--- config.mk ---
export PLATFORM = sky130hd
export DESIGN_NAME = regfile_dumper_flat
export DESIGN_NICKNAME = d
export VERILOG_FILES = /design/src/rtl/regfile_dumper_pkg.sv /design/src/rtl/regfile_dumper_if.sv /design/src/rtl/regfile_dumper.sv /design/src/flat_wrapper.sv
export SDC_FILE = /design/constraint.sdc
export NUM_CORES = 1
export LEC_CHECK = 0
export BUFFER_PORTS_ARGS = -buffer_cell sky130_fd_sc_hd__buf_2
export CORE_ASPECT_RATIO = 1.25
export CORE_MARGIN = 4
export CORE_UTILIZATION = 47
export DETAILED_ROUTE_END_ITERATION = 10
export GPL_ROUTABILITY_DRIVEN = 0
export PLACE_DENSITY = 0.77
export SLEW_MARGIN = 5
export SYNTH_ARGS = -nofsm -noshare
export SYNTH_HDL_FRONTEND = slang
export SYNTH_SLANG_ARGS = --single-unit
--- constraint.sdc ---
create_clock -name clk_i -period 2.4 [get_ports clk_i]
set_clock_uncertainty 0.15 [all_clocks]
set_input_delay 0.48 -clock clk_i [delete_from_list [all_inputs] [get_ports clk_i]]
set_output_delay 0.48 -clock clk_i [all_outputs]
set_load 0.02 [all_outputs]
--- src/rtl/regfile_dumper_pkg.sv ---
// Shared constants and state encoding for the register-file dumper.
// Imported by the dump interface, the dumper and its bench.
package regfile_dumper_pkg;

  localparam int NUM_REGS = 8;
  localparam int ADDR_W   = 3;
  localparam int DATA_W   = 8;

  typedef enum logic [2:0] {
    DUMP_IDLE,
    DUMP_READ,
    DUMP_SEND,
    DUMP_SEND_CB,
    DUMP_DONE
  } dump_state_e;

endpackage

--- src/rtl/regfile_dumper_if.sv ---
// Valid/ready beat stream carrying {address, data} snapshots and the CB beat.
// The dumper drives the master side; the sink drives ready.
interface regfile_dumper_if;
  import regfile_dumper_pkg::*;

  logic              valid;
  logic              ready;
  logic [ADDR_W-1:0] addr;
  logic [DATA_W-1:0] data;
  logic              cb;

  modport master (output valid, addr, data, cb, input ready);
  modport slave  (input valid, addr, data, cb, output ready);

endinterface

--- src/rtl/regfile_dumper.sv ---
// Walks an inclusive register range on the regfile rt port and streams
// one snapshot beat per register, optionally followed by a CB beat.
module regfile_dumper
  import regfile_dumper_pkg::*;
(
  input  logic                 clk_i,
  input  logic                 reset_i,
  input  logic                 start_i,
  input  logic [ADDR_W-1:0]    first_addr_i,
  input  logic [ADDR_W-1:0]    last_addr_i,
  input  logic                 include_cb_i,
  output logic [ADDR_W-1:0]    rt_addr_o,
  input  logic [DATA_W-1:0]    rt_data_i,
  input  logic                 cb_data_i,
  regfile_dumper_if.master     dump,
  output logic                 busy_o,
  output logic                 done_o
);

   dump_state_e       state_q, state_d;
   logic [ADDR_W-1:0] cur_q;
   logic [ADDR_W-1:0] last_q;
   logic              inc_cb_q;
   logic [DATA_W-1:0] hold_q;
   logic              at_last;
   logic              xfer;

   assign at_last   = (cur_q == last_q);
   assign xfer      = dump.valid && dump.ready;
   assign rt_addr_o = cur_q;
   assign busy_o    = (state_q != DUMP_IDLE);

   // NOTE: sequential state uses non-blocking assignments so every register
   // samples pre-edge values regardless of statement order.
   always_ff @(posedge clk_i or negedge reset_i) begin
      if (!reset_i) state_q <= DUMP_IDLE;
      else          state_q <= state_d;
   end

   always_comb begin
      // NOTE: every output gets a default first so no path can infer a latch.
      state_d    = state_q;
      dump.valid = 1'b0;
      dump.addr  = '0;
      dump.data  = '0;
      dump.cb    = 1'b0;
      done_o     = 1'b0;
      unique case (state_q)
         DUMP_IDLE: if (start_i) state_d = DUMP_READ;
         DUMP_READ: state_d = DUMP_SEND;
         DUMP_SEND: begin
            dump.valid = 1'b1;
            dump.addr  = cur_q;
            dump.data  = hold_q;
            if (dump.ready) begin
               if (!at_last)      state_d = DUMP_READ;
               else if (inc_cb_q) state_d = DUMP_SEND_CB;
               else               state_d = DUMP_DONE;
            end
         end
         DUMP_SEND_CB: begin
            dump.valid = 1'b1;
            dump.data  = hold_q;
            dump.cb    = 1'b1;
            if (dump.ready) state_d = DUMP_DONE;
         end
         DUMP_DONE: begin
            done_o  = 1'b1;
            state_d = DUMP_IDLE;
         end
         default: state_d = DUMP_IDLE;
      endcase
   end

   // Range latch, walking address and the snapshot register behind each beat.
   always_ff @(posedge clk_i or negedge reset_i) begin
      if (!reset_i) begin
         cur_q    <= '0;
         last_q   <= '0;
         inc_cb_q <= 1'b0;
         hold_q   <= '0;
      end else begin
         unique case (state_q)
            DUMP_IDLE: if (start_i) begin
               cur_q    <= first_addr_i;
               last_q   <= last_addr_i;
               inc_cb_q <= include_cb_i;
            end
            DUMP_READ: hold_q <= rt_data_i;
            DUMP_SEND: if (xfer) begin
               if (!at_last)      cur_q  <= cur_q + ADDR_W'(1);
               else if (inc_cb_q) hold_q <= {{(DATA_W-1){1'b0}}, cb_data_i};
            end
            default: ;
         endcase
      end
   end

endmodule

--- src/flat_wrapper.sv ---
// flat-port wrapper written by rule: the top's interface ports become plain ports
module regfile_dumper_flat import regfile_dumper_pkg::*;
  (clk_i, reset_i, start_i, first_addr_i, last_addr_i, include_cb_i, rt_addr_o, rt_data_i, cb_data_i, busy_o, done_o, dump_valid, dump_addr, dump_data, dump_cb, dump_ready);
  regfile_dumper_if dump_i ();
  input  logic clk_i;
  input  logic reset_i;
  input  logic start_i;
  input  logic [ADDR_W-1:0] first_addr_i;
  input  logic [ADDR_W-1:0] last_addr_i;
  input  logic include_cb_i;
  output logic [ADDR_W-1:0] rt_addr_o;
  input  logic [DATA_W-1:0] rt_data_i;
  input  logic cb_data_i;
  output logic busy_o;
  output logic done_o;
  output wire logic [$bits(dump_i.valid)-1:0] dump_valid;
  output wire logic [$bits(dump_i.addr)-1:0] dump_addr;
  output wire logic [$bits(dump_i.data)-1:0] dump_data;
  output wire logic [$bits(dump_i.cb)-1:0] dump_cb;
  input wire logic [$bits(dump_i.ready)-1:0] dump_ready;
  assign dump_valid = dump_i.valid;
  assign dump_addr = dump_i.addr;
  assign dump_data = dump_i.data;
  assign dump_cb = dump_i.cb;
  assign dump_i.ready = dump_ready;
  regfile_dumper u_core (.clk_i(clk_i), .reset_i(reset_i), .start_i(start_i), .first_addr_i(first_addr_i), .last_addr_i(last_addr_i), .include_cb_i(include_cb_i), .rt_addr_o(rt_addr_o), .rt_data_i(rt_data_i), .cb_data_i(cb_data_i), .dump(dump_i), .busy_o(busy_o), .done_o(done_o));
endmodule
### Word level (Yosys, flattened, before mapping)

Index checks and enable logic that the tools add are counted.

* register bits: 18
* word-level logic and storage cells: 47

* add/subtract/negate cells: 1
* equality and inequality tests: 12
* muxes and demuxes: 19
* reduce and logical (&&, ||, !) cells: 10

Operator list (number)
* 2-to-1 mux 8 bit: 4
* 2-to-1 mux 3 bit: 9
* one-hot mux 8 bit (2 select lines): 1
* one-hot mux 3 bit (4 select lines): 1
* inequality test 2 bit (second input constant): 4
* AND reduction 4 bit: 2
* equality test 3 x 2 -> 1 bit (second input constant): 2
* inequality test 2 x 1 -> 1 bit (second input constant): 3
* one-hot mux 3 bit (2 select lines): 1
* nonzero test 2 bit: 2
* adder 3 x 1 -> 3 bit (second input constant): 1
* equality test 3 x 1 -> 1 bit (second input constant): 1
* equality test 3 bit: 1
* equality test 3 bit (second input constant): 1
* zero test 3 bit: 1
* 2-to-1 mux 1 bit: 3
* AND reduction 3 bit: 1
* nonzero test 3 bit: 1
* AND reduction 2 bit: 1
* OR reduction 2 bit: 1
* logical AND 1 bit: 1

### Depth between registers and ports, before layout

* word-level depth: 6
* gate-level depth with buffers: 5
* gate-level depth less buffers: 4

### Worst setup path before layout

Ideal clock, no wire load.

* kind: flip-flop to output port
* from: register u_core.state_q[1]
* to: output port dump_cb
* arrival: 1262 ps
* required time: 1770 ps
* path slack: 508 ps
* stages on the path, launching flop included: 5
* path buffers: 2
* cell sequence: dfrtp_1 > buf_4 > nor2b_1 > clkbuf_1 > and2_1

* cells in the longest elaborated chain, start to end: 2

RTL lines
* from (decl): RTL line regfile_dumper.sv:20 `dump_state_e state_q, state_d;`
* from (signal assigned): RTL line regfile_dumper.sv:37 `else state_q <= state_d;`
* equality test 3 x 2 -> 1 bit: RTL line regfile_dumper.sv:48 `unique case (state_q)`
* 2-to-1 mux 1 bit: RTL line regfile_dumper.sv:48
* to (decl): RTL line flat_wrapper.sv:19 `output wire logic [$bits(dump_i.cb)-1:0] dump_cb;`

Every way passes these cells.

### Worst setup path after layout

* from: register u_core.state_q[0]
* to: output port dump_addr[0]

* cells in the longest elaborated chain, start to end: 2

RTL lines
* equality test 3 x 2 -> 1 bit: RTL line regfile_dumper.sv:48
* 2-to-1 mux 3 bit: RTL line regfile_dumper.sv:48
* to (decl): RTL line flat_wrapper.sv:17 `output wire logic [$bits(dump_i.addr)-1:0] dump_addr;`

Every way passes these cells.

==> results.toml <==
[status]
run_status = "completed"

[power]
clock_network_power_share = 0.107
comb_power_share = 0.541
power.share.sequential = 0.353
net_switching_power_of_the_design_w = 0.0007381
internal_cell_power_w = 0.0009732
p_leak_nw = 0.6334
p_sw_frac = 0.4313
cellPowerDensity_nw_per_um2 = 1383
peakVddDrop_mv = 0.7187

[placement]
placement.io_buffers = 37
place.detailed.instances = 142
post-place-ws_ns = 0.4600
hpwlAfterDp_um = 1593

[sta]
final.setup.worst_slack_ns = 0.1471
final_period_minus_worst_setup_slack_ns = 2.253
finalHoldViolCount = 0
setup-violations-final = 0
final.setup.tns_ns = 0
rsz_0062_raised_after_global_routing = "false"
worst_margin_slew_ns = 0.5339
timing.max_slew.rel_slack = 0.6433
timing.final.max_slew_violations = 0
finalCritPeriodShare = 0.9387
max_clock_freq_ghz = 0.4439

[synth]
synth_top_cell_area_share = 0.4534
synth.distinct_cells = 36
postSynth.asyncResetShare = 1.000
ys_dominant_reg_cell = "dfrtp_1"
number_of_enable_type_register_cells_in_the_synthesized_netlist = 0
seq_area_frac_synth = 0.4534
netlist_area_sq_um = 993.5
post-synth-top-count-cell = "dfrtp_1"
total_nets_after_synthesis = 109
netlist_instances = 88
post-synth-top-area-cell = "dfrtp_1"
synth-seq-cells = 18
yosysWarningCount = 0
avgSynthCellArea_sq_um = 11.29
yosys-top-cells-count = "dfrtp_1 (18), and2_1 (13), a22o_1 (7)"
synth.area.top_cells = "dfrtp_1 (45%), and2_1 (8.2%), a22o_1 (6.2%)"

[detailed_routing]
detail_route.iter0.violations = 5
detail-route-antenna-nets = 0
route.final.wire_length_um = 2045
drc = 0
detail_route.first_pass.iterations = 4
num_vias = 809
route.detailed.wl_per_inst_um = 13.91
drt-vias-per-instance = 5.503

[hold_path]
holdCritStartpoint = "last_addr_i[1]"
hold_class = "in -> reg"

[critical_path]
worstPathArrival_ns = 1.62
critPathCapture = "dump_addr[0]"
rr_worst_depth = 3
kind_of_end_point_of_the_critical_path = "output pin"
startpoint_of_the_most_critical_setup_path = "u_core.state_q[0]"
r2r-end = "u_core.rt_addr_o[1]"
worstSetupStartpointType = "flip-flop"
critPathRequiredTime_ns = 1.77
path_max_fanout = 12
worst_reg2reg_startpoint = "u_core.state_q[0]"
timing_worst_setup_path_type = "reg -> out"
reg2reg_slack_ns = 0.54

[global_routing]
grt_antenna_before_repair = 0
grt_start_max_net_pins = 19
globalRouteOverflowTotal = 0
number_of_global_route_vias_before_repair = 774
grt_use_total = 0.1550
wire_length_of_the_first_global_routing_pass_um = 3532

[floorplan]
starting_utilization_of_the_core_area = 0.4956
row_count = 18
floorplan.die.width_um = 49.12
core_area_sq_um = 2004
floorplan.die_area_sq_um = 2918
chipHeight_um = 59.40
io_pins = 38

[clock_tree]
postCtsSetupBuffers = 0
clock_tree.htree_level_count = 1
cts_resized = 0
cts.sinks = 18
cts-root-to-sink-buffers = 2
clk-insertion-delay-late_ns = 0.29
cts_tree = "built"
number_of_clock_buffers_inserted_by_tritoncts = 3
cts_root_buf = "clkbuf_4"
clk_pin_slew_ns = 0.10

[finish]
area_delta_synth_final_pct = 24.56
n_fill_cell = 169
finish.cell_count_without_fillers = 147
antennaDiodeCount = 0
post_layout_nets = 149
final_layout_size_suffix_gt1_frac = 0.4016

[run]
maxCapViolCount = 0
[worst min-delay path by stage]
stage                           to  slack, ns  cells after the start
3_3_place_gp   u_core.rt_addr_o[0]       0.28                      1
5_1_grt           u_core.hold_q[5]       0.24                      2
4_1_cts           u_core.last_q[1]       0.25                      2
3_5_place_dp   u_core.rt_addr_o[0]       0.28                      1
6_report          u_core.last_q[1]       0.26                      2
2_1_floorplan     u_core.hold_q[0]       0.03                      0
[worst max-delay path, stage by stage (launching register included)]
cell     delay (ns)
dfrtp_1        0.52
nor3b_2        0.43
and2_1         0.22
buf_2          0.17
[placed cells by master (no fill, tap or decap), drive strengths merged, types with 2 or more instances in the layout]
master	count
buf	38
dfrtp	18
and2	13
mux2	8
a22o	7
clkbuf	4
nor2b	3
xor2	3
nor2	3
o21ai	3
or3	2
and2b	2
nand2b	2
nand2	2
nor3b	2
nor3	2
[per-stage QoR]
step	hold slack, ns	total power [W]	util	instance area, sq um
global placement	0.2773	0.001524	0.5943	1191
finish	0.2564	0.001711	0.6174	1237
detailed placement	0.2837	0.001543	0.5943	1191
CTS	0.2460	0.001735	0.6174	1237
floorplan	0.03441	0.001293	-	993.5
global route	0.2374	0.001850	0.6174	1237
[metal layers]
layer  part of all wire  wire (um)  vias to the layer above  track usage
li1                   -          -                      397            -
met1               0.43        872                      382       0.1965
met2               0.49        998                       28       0.2567
met3              0.079        161                        2      0.03526
met4             0.0064         13                        0      0.06098
met5                  0          0                        -            0
[power groups by stage]
stage	Sequential (W)	Clock (W)	Combinational, W
2_1_floorplan	0.000571	0	0.000721
3_3_place_gp	0.000601	0	0.000924
3_5_place_dp	0.000605	0	0.000938
4_1_cts	0.000605	0.000191	0.000939
5_1_grt	0.000636	0.000202	0.00101
6_report	0.000604	0.000183	0.000925
[what timing repair did]
| item | CTS | global route |
|---|---|---|
| endpoints found under the hold margin | 18 | 0 |
| setup endpoints to repair | 0 | 0 |
| hold buffers | 1 | 0 |
[area by class of cell]
cell class                 instances  area [sq um]  area share
clock buffer                       4         36.28     0.02932
multi-input combinational         66         523.0      0.4226
sequential                        18         450.4      0.3640
timing repair buffer              39         202.7      0.1638
tap                               20         25.02     0.02022
[sequential cells by signal (all words and copies together), names as in the netlist]
signal and cells:
u_core.last_q 3, u_core.hold_q 8, u_core.state_q 3, u_core.rt_addr_o 3
u_core.inc_cb_q 1
[logic make-up after synthesis]
family / Yosys count / synth area share
adders and majority gates: 1 / 0.01259
and+or+nand+nor: 34 / 0.2242
buffers and inverters: 4 / 0.02014
muxes: 8 / 0.09445
xor gates and xnor gates: 3 / 0.02645
DFF: 18 / 0.4534
AOI/OAI and AO/OA: 20 / 0.1688
(Power assumes the default switching activity.)
